--- src/rtl/cache_mem_arbiter_if.sv ---
// Bus bundle between the cache memory arbiter and the caches / pipelined main memory.
// The master side is the arbiter; the slave side is the caches plus the memory.
interface cache_mem_arbiter_if;
    logic        i_miss;
    logic [15:0] i_miss_addr;
    logic        d_miss;
    logic [15:0] d_miss_addr;
    logic        d_wr_req;
    logic [15:0] d_wr_addr;
    logic [15:0] d_wr_data;
    logic        mem_en;
    logic        mem_wr;
    logic [15:0] mem_addr;
    logic [15:0] mem_wdata;
    logic [15:0] mem_rdata;
    logic        mem_rvalid;
    logic [15:0] fill_data;
    logic [2:0]  fill_word;
    logic        i_fill_we;
    logic        d_fill_we;
    logic        i_fill_done;
    logic        d_fill_done;
    logic        d_wr_ack;
    logic        busy;

    modport master (
        input  i_miss, i_miss_addr, d_miss, d_miss_addr,
        input  d_wr_req, d_wr_addr, d_wr_data,
        input  mem_rdata, mem_rvalid,
        output mem_en, mem_wr, mem_addr, mem_wdata,
        output fill_data, fill_word, i_fill_we, d_fill_we,
        output i_fill_done, d_fill_done, d_wr_ack, busy
    );

    modport slave (
        output i_miss, i_miss_addr, d_miss, d_miss_addr,
        output d_wr_req, d_wr_addr, d_wr_data,
        output mem_rdata, mem_rvalid,
        input  mem_en, mem_wr, mem_addr, mem_wdata,
        input  fill_data, fill_word, i_fill_we, d_fill_we,
        input  i_fill_done, d_fill_done, d_wr_ack, busy
    );
endinterface

--- src/rtl/cache_mem_arbiter.sv ---
// Grants the shared memory port to a D-cache store, a D-cache fill or an I-cache fill,
// issues block reads back-to-back and steers returning words into the owning cache.
module cache_mem_arbiter #(
    parameter int WORDS       = 8,
    parameter int MEM_LATENCY = 4
) (
    input  logic                 clk,
    input  logic                 rst_n,
    cache_mem_arbiter_if.master  bus
);
    localparam int WW = $clog2(WORDS);
    localparam int CW = WW + 1;
    localparam int BW = 15 - WW;

    typedef enum logic [1:0] {IDLE, WRITE, FILL_D, FILL_I} state_t;

    state_t          r_state;
    state_t          w_next;
    logic            r_last_d;
    logic [BW-1:0]   r_blk;
    logic [CW-1:0]   r_ic;
    logic [CW-1:0]   r_rc;
    logic [15:0]     r_wr_addr;
    logic [15:0]     r_wr_data;

    logic            w_fill;
    logic            w_issue;
    logic            w_rx;
    logic            w_last;

    assign w_fill  = (r_state == FILL_D) || (r_state == FILL_I);
    assign w_issue = w_fill && (r_ic < CW'(WORDS));
    // rvalid outside a fill is a stray return from an abandoned block and is dropped
    assign w_rx    = w_fill && bus.mem_rvalid;
    assign w_last  = w_rx && (r_rc == CW'(WORDS - 1));

    always_comb begin
        // NOTE: every output and the next state get a default first so no latch is inferred.
        w_next          = r_state;
        bus.mem_en      = 1'b0;
        bus.mem_wr      = 1'b0;
        bus.mem_addr    = '0;
        bus.mem_wdata   = '0;
        bus.fill_data   = '0;
        bus.fill_word   = '0;
        bus.i_fill_we   = 1'b0;
        bus.d_fill_we   = 1'b0;
        bus.i_fill_done = 1'b0;
        bus.d_fill_done = 1'b0;
        bus.d_wr_ack    = 1'b0;
        bus.busy        = (r_state != IDLE);

        case (r_state)
            IDLE: begin
                // last_d lets a waiting I miss jump ahead of back-to-back D traffic
                if (r_last_d && bus.i_miss) w_next = FILL_I;
                else if (bus.d_wr_req)      w_next = WRITE;
                else if (bus.d_miss)        w_next = FILL_D;
                else if (bus.i_miss)        w_next = FILL_I;
            end
            WRITE: begin
                bus.mem_en    = 1'b1;
                bus.mem_wr    = 1'b1;
                bus.mem_addr  = r_wr_addr;
                bus.mem_wdata = r_wr_data;
                bus.d_wr_ack  = 1'b1;
                w_next        = IDLE;
            end
            default: begin
                if (w_issue) begin
                    bus.mem_en   = 1'b1;
                    bus.mem_addr = {r_blk, r_ic[WW-1:0], 1'b0};
                end
                if (w_rx) begin
                    bus.fill_data = bus.mem_rdata;
                    bus.fill_word = 3'(r_rc);
                    if (r_state == FILL_I) begin
                        bus.i_fill_we   = 1'b1;
                        bus.i_fill_done = w_last;
                    end else begin
                        bus.d_fill_we   = 1'b1;
                        bus.d_fill_done = w_last;
                    end
                end
                if (w_last) w_next = IDLE;
            end
        endcase
    end

    always_ff @(posedge clk or negedge rst_n) begin
        if (!rst_n) begin
            r_state   <= IDLE;
            r_last_d  <= 1'b0;
            r_blk     <= '0;
            r_ic      <= '0;
            r_rc      <= '0;
            r_wr_addr <= '0;
            r_wr_data <= '0;
        end else begin
            // NOTE: non-blocking assignments so every register update sees pre-edge values.
            r_state <= w_next;
            if (r_state == IDLE) begin
                case (w_next)
                    WRITE: begin
                        r_last_d  <= 1'b1;
                        r_wr_addr <= bus.d_wr_addr;
                        r_wr_data <= bus.d_wr_data;
                    end
                    FILL_D: begin
                        r_last_d <= 1'b1;
                        r_blk    <= bus.d_miss_addr[15:WW+1];
                        r_ic     <= '0;
                        r_rc     <= '0;
                    end
                    FILL_I: begin
                        r_last_d <= 1'b0;
                        r_blk    <= bus.i_miss_addr[15:WW+1];
                        r_ic     <= '0;
                        r_rc     <= '0;
                    end
                    default: ;
                endcase
            end
            if (w_issue) r_ic <= r_ic + CW'(1);
            if (w_rx)    r_rc <= r_rc + CW'(1);
        end
    end
endmodule

--- src/flat_wrapper.sv ---
// flat-port wrapper written by rule: the top's interface ports become plain ports
module cache_mem_arbiter_flat 
#(
    parameter int WORDS       = 8,
    parameter int MEM_LATENCY = 4
)
  (clk, rst_n, bus_i_miss, bus_i_miss_addr, bus_d_miss, bus_d_miss_addr, bus_d_wr_req, bus_d_wr_addr, bus_d_wr_data, bus_mem_rdata, bus_mem_rvalid, bus_mem_en, bus_mem_wr, bus_mem_addr, bus_mem_wdata, bus_fill_data, bus_fill_word, bus_i_fill_we, bus_d_fill_we, bus_i_fill_done, bus_d_fill_done, bus_d_wr_ack, bus_busy);
  cache_mem_arbiter_if bus_i ();
  input  logic clk;
  input  logic rst_n;
  input wire logic [$bits(bus_i.i_miss)-1:0] bus_i_miss;
  input wire logic [$bits(bus_i.i_miss_addr)-1:0] bus_i_miss_addr;
  input wire logic [$bits(bus_i.d_miss)-1:0] bus_d_miss;
  input wire logic [$bits(bus_i.d_miss_addr)-1:0] bus_d_miss_addr;
  input wire logic [$bits(bus_i.d_wr_req)-1:0] bus_d_wr_req;
  input wire logic [$bits(bus_i.d_wr_addr)-1:0] bus_d_wr_addr;
  input wire logic [$bits(bus_i.d_wr_data)-1:0] bus_d_wr_data;
  input wire logic [$bits(bus_i.mem_rdata)-1:0] bus_mem_rdata;
  input wire logic [$bits(bus_i.mem_rvalid)-1:0] bus_mem_rvalid;
  output wire logic [$bits(bus_i.mem_en)-1:0] bus_mem_en;
  output wire logic [$bits(bus_i.mem_wr)-1:0] bus_mem_wr;
  output wire logic [$bits(bus_i.mem_addr)-1:0] bus_mem_addr;
  output wire logic [$bits(bus_i.mem_wdata)-1:0] bus_mem_wdata;
  output wire logic [$bits(bus_i.fill_data)-1:0] bus_fill_data;
  output wire logic [$bits(bus_i.fill_word)-1:0] bus_fill_word;
  output wire logic [$bits(bus_i.i_fill_we)-1:0] bus_i_fill_we;
  output wire logic [$bits(bus_i.d_fill_we)-1:0] bus_d_fill_we;
  output wire logic [$bits(bus_i.i_fill_done)-1:0] bus_i_fill_done;
  output wire logic [$bits(bus_i.d_fill_done)-1:0] bus_d_fill_done;
  output wire logic [$bits(bus_i.d_wr_ack)-1:0] bus_d_wr_ack;
  output wire logic [$bits(bus_i.busy)-1:0] bus_busy;
  assign bus_i.i_miss = bus_i_miss;
  assign bus_i.i_miss_addr = bus_i_miss_addr;
  assign bus_i.d_miss = bus_d_miss;
  assign bus_i.d_miss_addr = bus_d_miss_addr;
  assign bus_i.d_wr_req = bus_d_wr_req;
  assign bus_i.d_wr_addr = bus_d_wr_addr;
  assign bus_i.d_wr_data = bus_d_wr_data;
  assign bus_i.mem_rdata = bus_mem_rdata;
  assign bus_i.mem_rvalid = bus_mem_rvalid;
  assign bus_mem_en = bus_i.mem_en;
  assign bus_mem_wr = bus_i.mem_wr;
  assign bus_mem_addr = bus_i.mem_addr;
  assign bus_mem_wdata = bus_i.mem_wdata;
  assign bus_fill_data = bus_i.fill_data;
  assign bus_fill_word = bus_i.fill_word;
  assign bus_i_fill_we = bus_i.i_fill_we;
  assign bus_d_fill_we = bus_i.d_fill_we;
  assign bus_i_fill_done = bus_i.i_fill_done;
  assign bus_d_fill_done = bus_i.d_fill_done;
  assign bus_d_wr_ack = bus_i.d_wr_ack;
  assign bus_busy = bus_i.busy;
  cache_mem_arbiter #(.WORDS(WORDS), .MEM_LATENCY(MEM_LATENCY)) u_core (.clk(clk), .rst_n(rst_n), .bus(bus_i));
endmodule
--- config.mk ---
export PLATFORM = sky130hd
export DESIGN_NAME = cache_mem_arbiter_flat
export DESIGN_NICKNAME = d
export VERILOG_FILES = /design/src/rtl/cache_mem_arbiter_if.sv /design/src/rtl/cache_mem_arbiter.sv /design/src/flat_wrapper.sv
export SDC_FILE = /design/constraint.sdc
export NUM_CORES = 1
export LEC_CHECK = 0
export BUFFER_PORTS_ARGS = -buffer_cell sky130_fd_sc_hd__buf_2
export CAP_MARGIN = 30
export CELL_PAD_IN_SITES_DETAIL_PLACEMENT = 1
export CELL_PAD_IN_SITES_GLOBAL_PLACEMENT = 2
export CORE_UTILIZATION = 23
export DETAILED_ROUTE_END_ITERATION = 7
export GPL_TIMING_DRIVEN = 0
export MAX_ROUTING_LAYER = met4
export PLACE_DENSITY_LB_ADDON = 0.2
export SYNTH_ARGS = -nofsm -noshare
export SYNTH_HDL_FRONTEND = slang
export SYNTH_SLANG_ARGS = --single-unit
--- constraint.sdc ---
create_clock -name clk -period 1.3 [get_ports clk]
set_input_delay 0.13 -clock clk [delete_from_list [all_inputs] [get_ports clk]]
set_output_delay 0.13 -clock clk [all_outputs]
set_load 0.02 [all_outputs]
==> impl_metrics.json <==
{
  "grt.overflow.total": 0,
  "die_w_um": 111,
  "grt_pass1_wl_um": 15200,
  "cts_buffers": 5,
  "final_cells": 581,
  "ys_types": 37,
  "synth_warnings": 0,
  "synth_edf_count": 0,
  "crit_slowest_cell": "dfrtp_1",
  "dp_cells": 531,
  "drc_errors": 0,
  "syn_inst": 251,
  "syn-num-nets": 339,
  "port-buffer-count": 136,
  "path_cells": "buf_6, nor2b_4, buf_12, clkbuf_16, a22o_4, buf_6",
  "setup_violations": 113,
  "start_util": 0.237,
  "vdd_ir_drop_max_v": 0.00108,
  "ios": 145,
  "grt_antenna_before_repair": 0,
  "die_area_sq_um": 12300,
  "status": "complete, but fails checks",
  "grt_pass1_vias": 2896,
  "finalNetCount": 525,
  "utilization": 0.470,
  "arrival_ps": 1510,
  "worst_path_most_repeated_cell": "buf_6",
  "grt_setup_unrepaired": "yes",
  "multi_input_area_sq_um": 1800,
  "dr.pass1.iters": 4,
  "fmax_ghz": 0.610,
  "cts_tree": "built",
  "drive_gt1_frac": 0.751,
  "drt_iter0_drc": 43,
  "drtAntennaViolNets": 0,
  "holdPathStages": 2,
  "post-route-period-util": 1.26,
  "h-tree-depth": 2,
  "clock-sinks": 55,
  "clk_latency_ps": 290,
  "wire_per_inst_um": 16.8,
  "tightestPinTransition_ps": 588,
  "clk_path_buf_depth": 2,
  "core_area_sq_um": 11500,
  "synth-seq-cells": 55,
  "skew_ps": 4.26,
  "r2r_cells": 6,
  "diodes": 0,
  "via_per_inst": 4.61,
  "drv_slew": 0,
  "path_clk_slew_ps": 70,
  "cts.root.buffer_cell": "clkbuf_16",
  "slew_headroom": 0.608,
  "pwr_density_cell_nw_per_um2": 2250,
  "setup_slack_ps": -338,
  "core.rowCount": 39,
  "gr-usage-all-layers": 0.162,
  "max-cap-violations": 0,
  "hp-class": "in2reg",
  "postSynthAreaPerCell_sq_um": 10.8,
  "crit_family": "buffers and inverters",
  "worstSetupPathType": "reg2out",
  "synth_flop_cell": "dfrtp_1",
  "area_delta_synth_final_pct": 98.2,
  "max_stage_delay_ps": 370,
  "yosysSeqAreaShare": 0.506,
  "num-fill-cells": 1233,
  "routed_wl_um": 9740,
  "grt_max_degree": 33,
  "worstSetupEndpointType": "output pin",
  "crit_path_start_kind": "register",
  "critPathBufInv": 4,
  "async_flop_share": 1.00,
  "worstPathRequired_ps": 1170,
  "power.leakage_uw": 0.00260,
  "min_period_ps": 1640,
  "gp_congestion": 0.735,
  "cp_max_fo": 9,
  "violations": "setup timing",
  "netlist_area_sq_um": 2720,
  "layout.area.seq_sq_um": 1380,
  "vias": 2678,
  "worst-path-stages": 6,
  "whs_ps": 65.3,
  "place_hpwl_um": 6340,
  "fp.dieH_um": 111,
  "final_hold_viol_count": 0
}
-- path summary, 6_finish.rpt --
path	from	to	slack [ps]
max in group asynchronous	rst_n	u_core.r_state[0]	320
worst max register to register	u_core.r_state[0]	u_core.r_rc[3]	-260
min in group asynchronous	rst_n	u_core.r_wr_data[12]	380
worst max-delay path	u_core.r_state[1]	bus_mem_addr[15]	-340
worst min register to register	u_core.r_blk[1]	u_core.r_blk[1]	500
worst min-delay path	bus_d_wr_data[0]	u_core.r_wr_data[0]	70
-- synth_stat cells (6+ instances only) --
cell type	count	share of area
nand3_1	6	0.011
a22o_1	15	0.048
nand2_1	24	0.033
o21ai_1	11	0.020
mux2_2	32	0.13
buf_2	9	0.017
and3_1	20	0.046
buf_4	6	0.017
o22ai_1	12	0.028
o21ai_0	6	0.011
and2_1	19	0.044
dfrtp_1	55	0.51
-- logic make-up (layout without fill, tap and decap cells) --
group           count (synthesis)  in the layout  synth area share
xor+xnor                        2              2           0.00644
compound gates                 50             51             0.122
buf+inv                        23            209            0.0446
fa+ha+maj                       2              2           0.00920
simple gates                   85             85             0.172
flops                          55             55             0.506
mux                            34             34             0.140
-- registers in the layout, indices dropped and copies added (netlist names) --
register,cells
u_core.r_blk,12
u_core.r_wr_data,16
u_core.r_last_d,1
u_core.r_rc,4
u_core.r_state,2
u_core.r_wr_addr,16
u_core.r_ic,4
-- placed cells by master, fill, tap and decap left out, types with 2 or more instances in the layout --
master / instances
and3_1: 2
buf_6: 80
mux2_2: 28
buf_2: 78
a21o_4: 2
o21ai_2: 5
mux2_4: 5
dfrtp_2: 2
clkbuf_16: 7
nand3_2: 3
nor2b_4: 2
buf_4: 16
a22o_1: 3
and2_4: 18
clkbuf_8: 3
buf_16: 2
o22ai_4: 4
nand2_2: 2
buf_8: 7
nor2_4: 2
clkbuf_1: 3
buf_12: 6
nand3_1: 3
nor2_1: 3
o22ai_2: 8
a22o_4: 12
nand2_1: 19
dfrtp_1: 53
and3_4: 18
o21ai_1: 11
nand2_4: 3
bufinv_16: 2
-- per-layer routing --
layer  up-vias  part of all wire  GRT usage
li1       1266                 -          -
met1      1306              0.42      0.193
met2       104              0.53      0.282
met3         2             0.050     0.0317
met4         0            0.0056     0.0347
met5         -                 0          -
-- report_power, final --
part / switching [uW] / internal (uW) / total (uW)
registers: 675 / 2550 / 3230
logic: 3020 / 4150 / 7170
clock network: 618 / 1110 / 1720
-- final cells by class --
type                            count  area share
Clock buffer                        6      0.0239
Tap cell                          143      0.0332
Multi-Input combinational cell    174       0.333
Clock inverter                      2      0.0111
Inverter                            3     0.00255
Buffer                             16      0.0413
Timing Repair Buffer              182       0.299
Sequential cell                    55       0.256
-- repair_timing --
action / in CTS / in global routing
buffers inserted: 30 / 8
gates resized for setup: 185 / 75
endpoints found under the hold margin: 23 / 0
gates cloned: 11 / 1
setup endpoints to repair: 113 / 114
hold buffers: 1 / 0
pin swaps: 26 / 37
-- stage by stage --
stage | setup WS, ps | instance area (sq um) | power [uW] | TNS (ps)
3_5_place_dp | -370 | 3860 | 7580 | -19990
4_1_cts | -358 | 5140 | 11600 | -28080
3_3_place_gp | -343 | 3840 | 7450 | -21130
2_1_floorplan | -78.0 | 2980 | 6270 | -858
5_1_grt | -380 | 5390 | 12800 | -32250
6_report | -338 | 5390 | 12100 | -26960
Note: power is estimated with default switching activity, not from simulation.
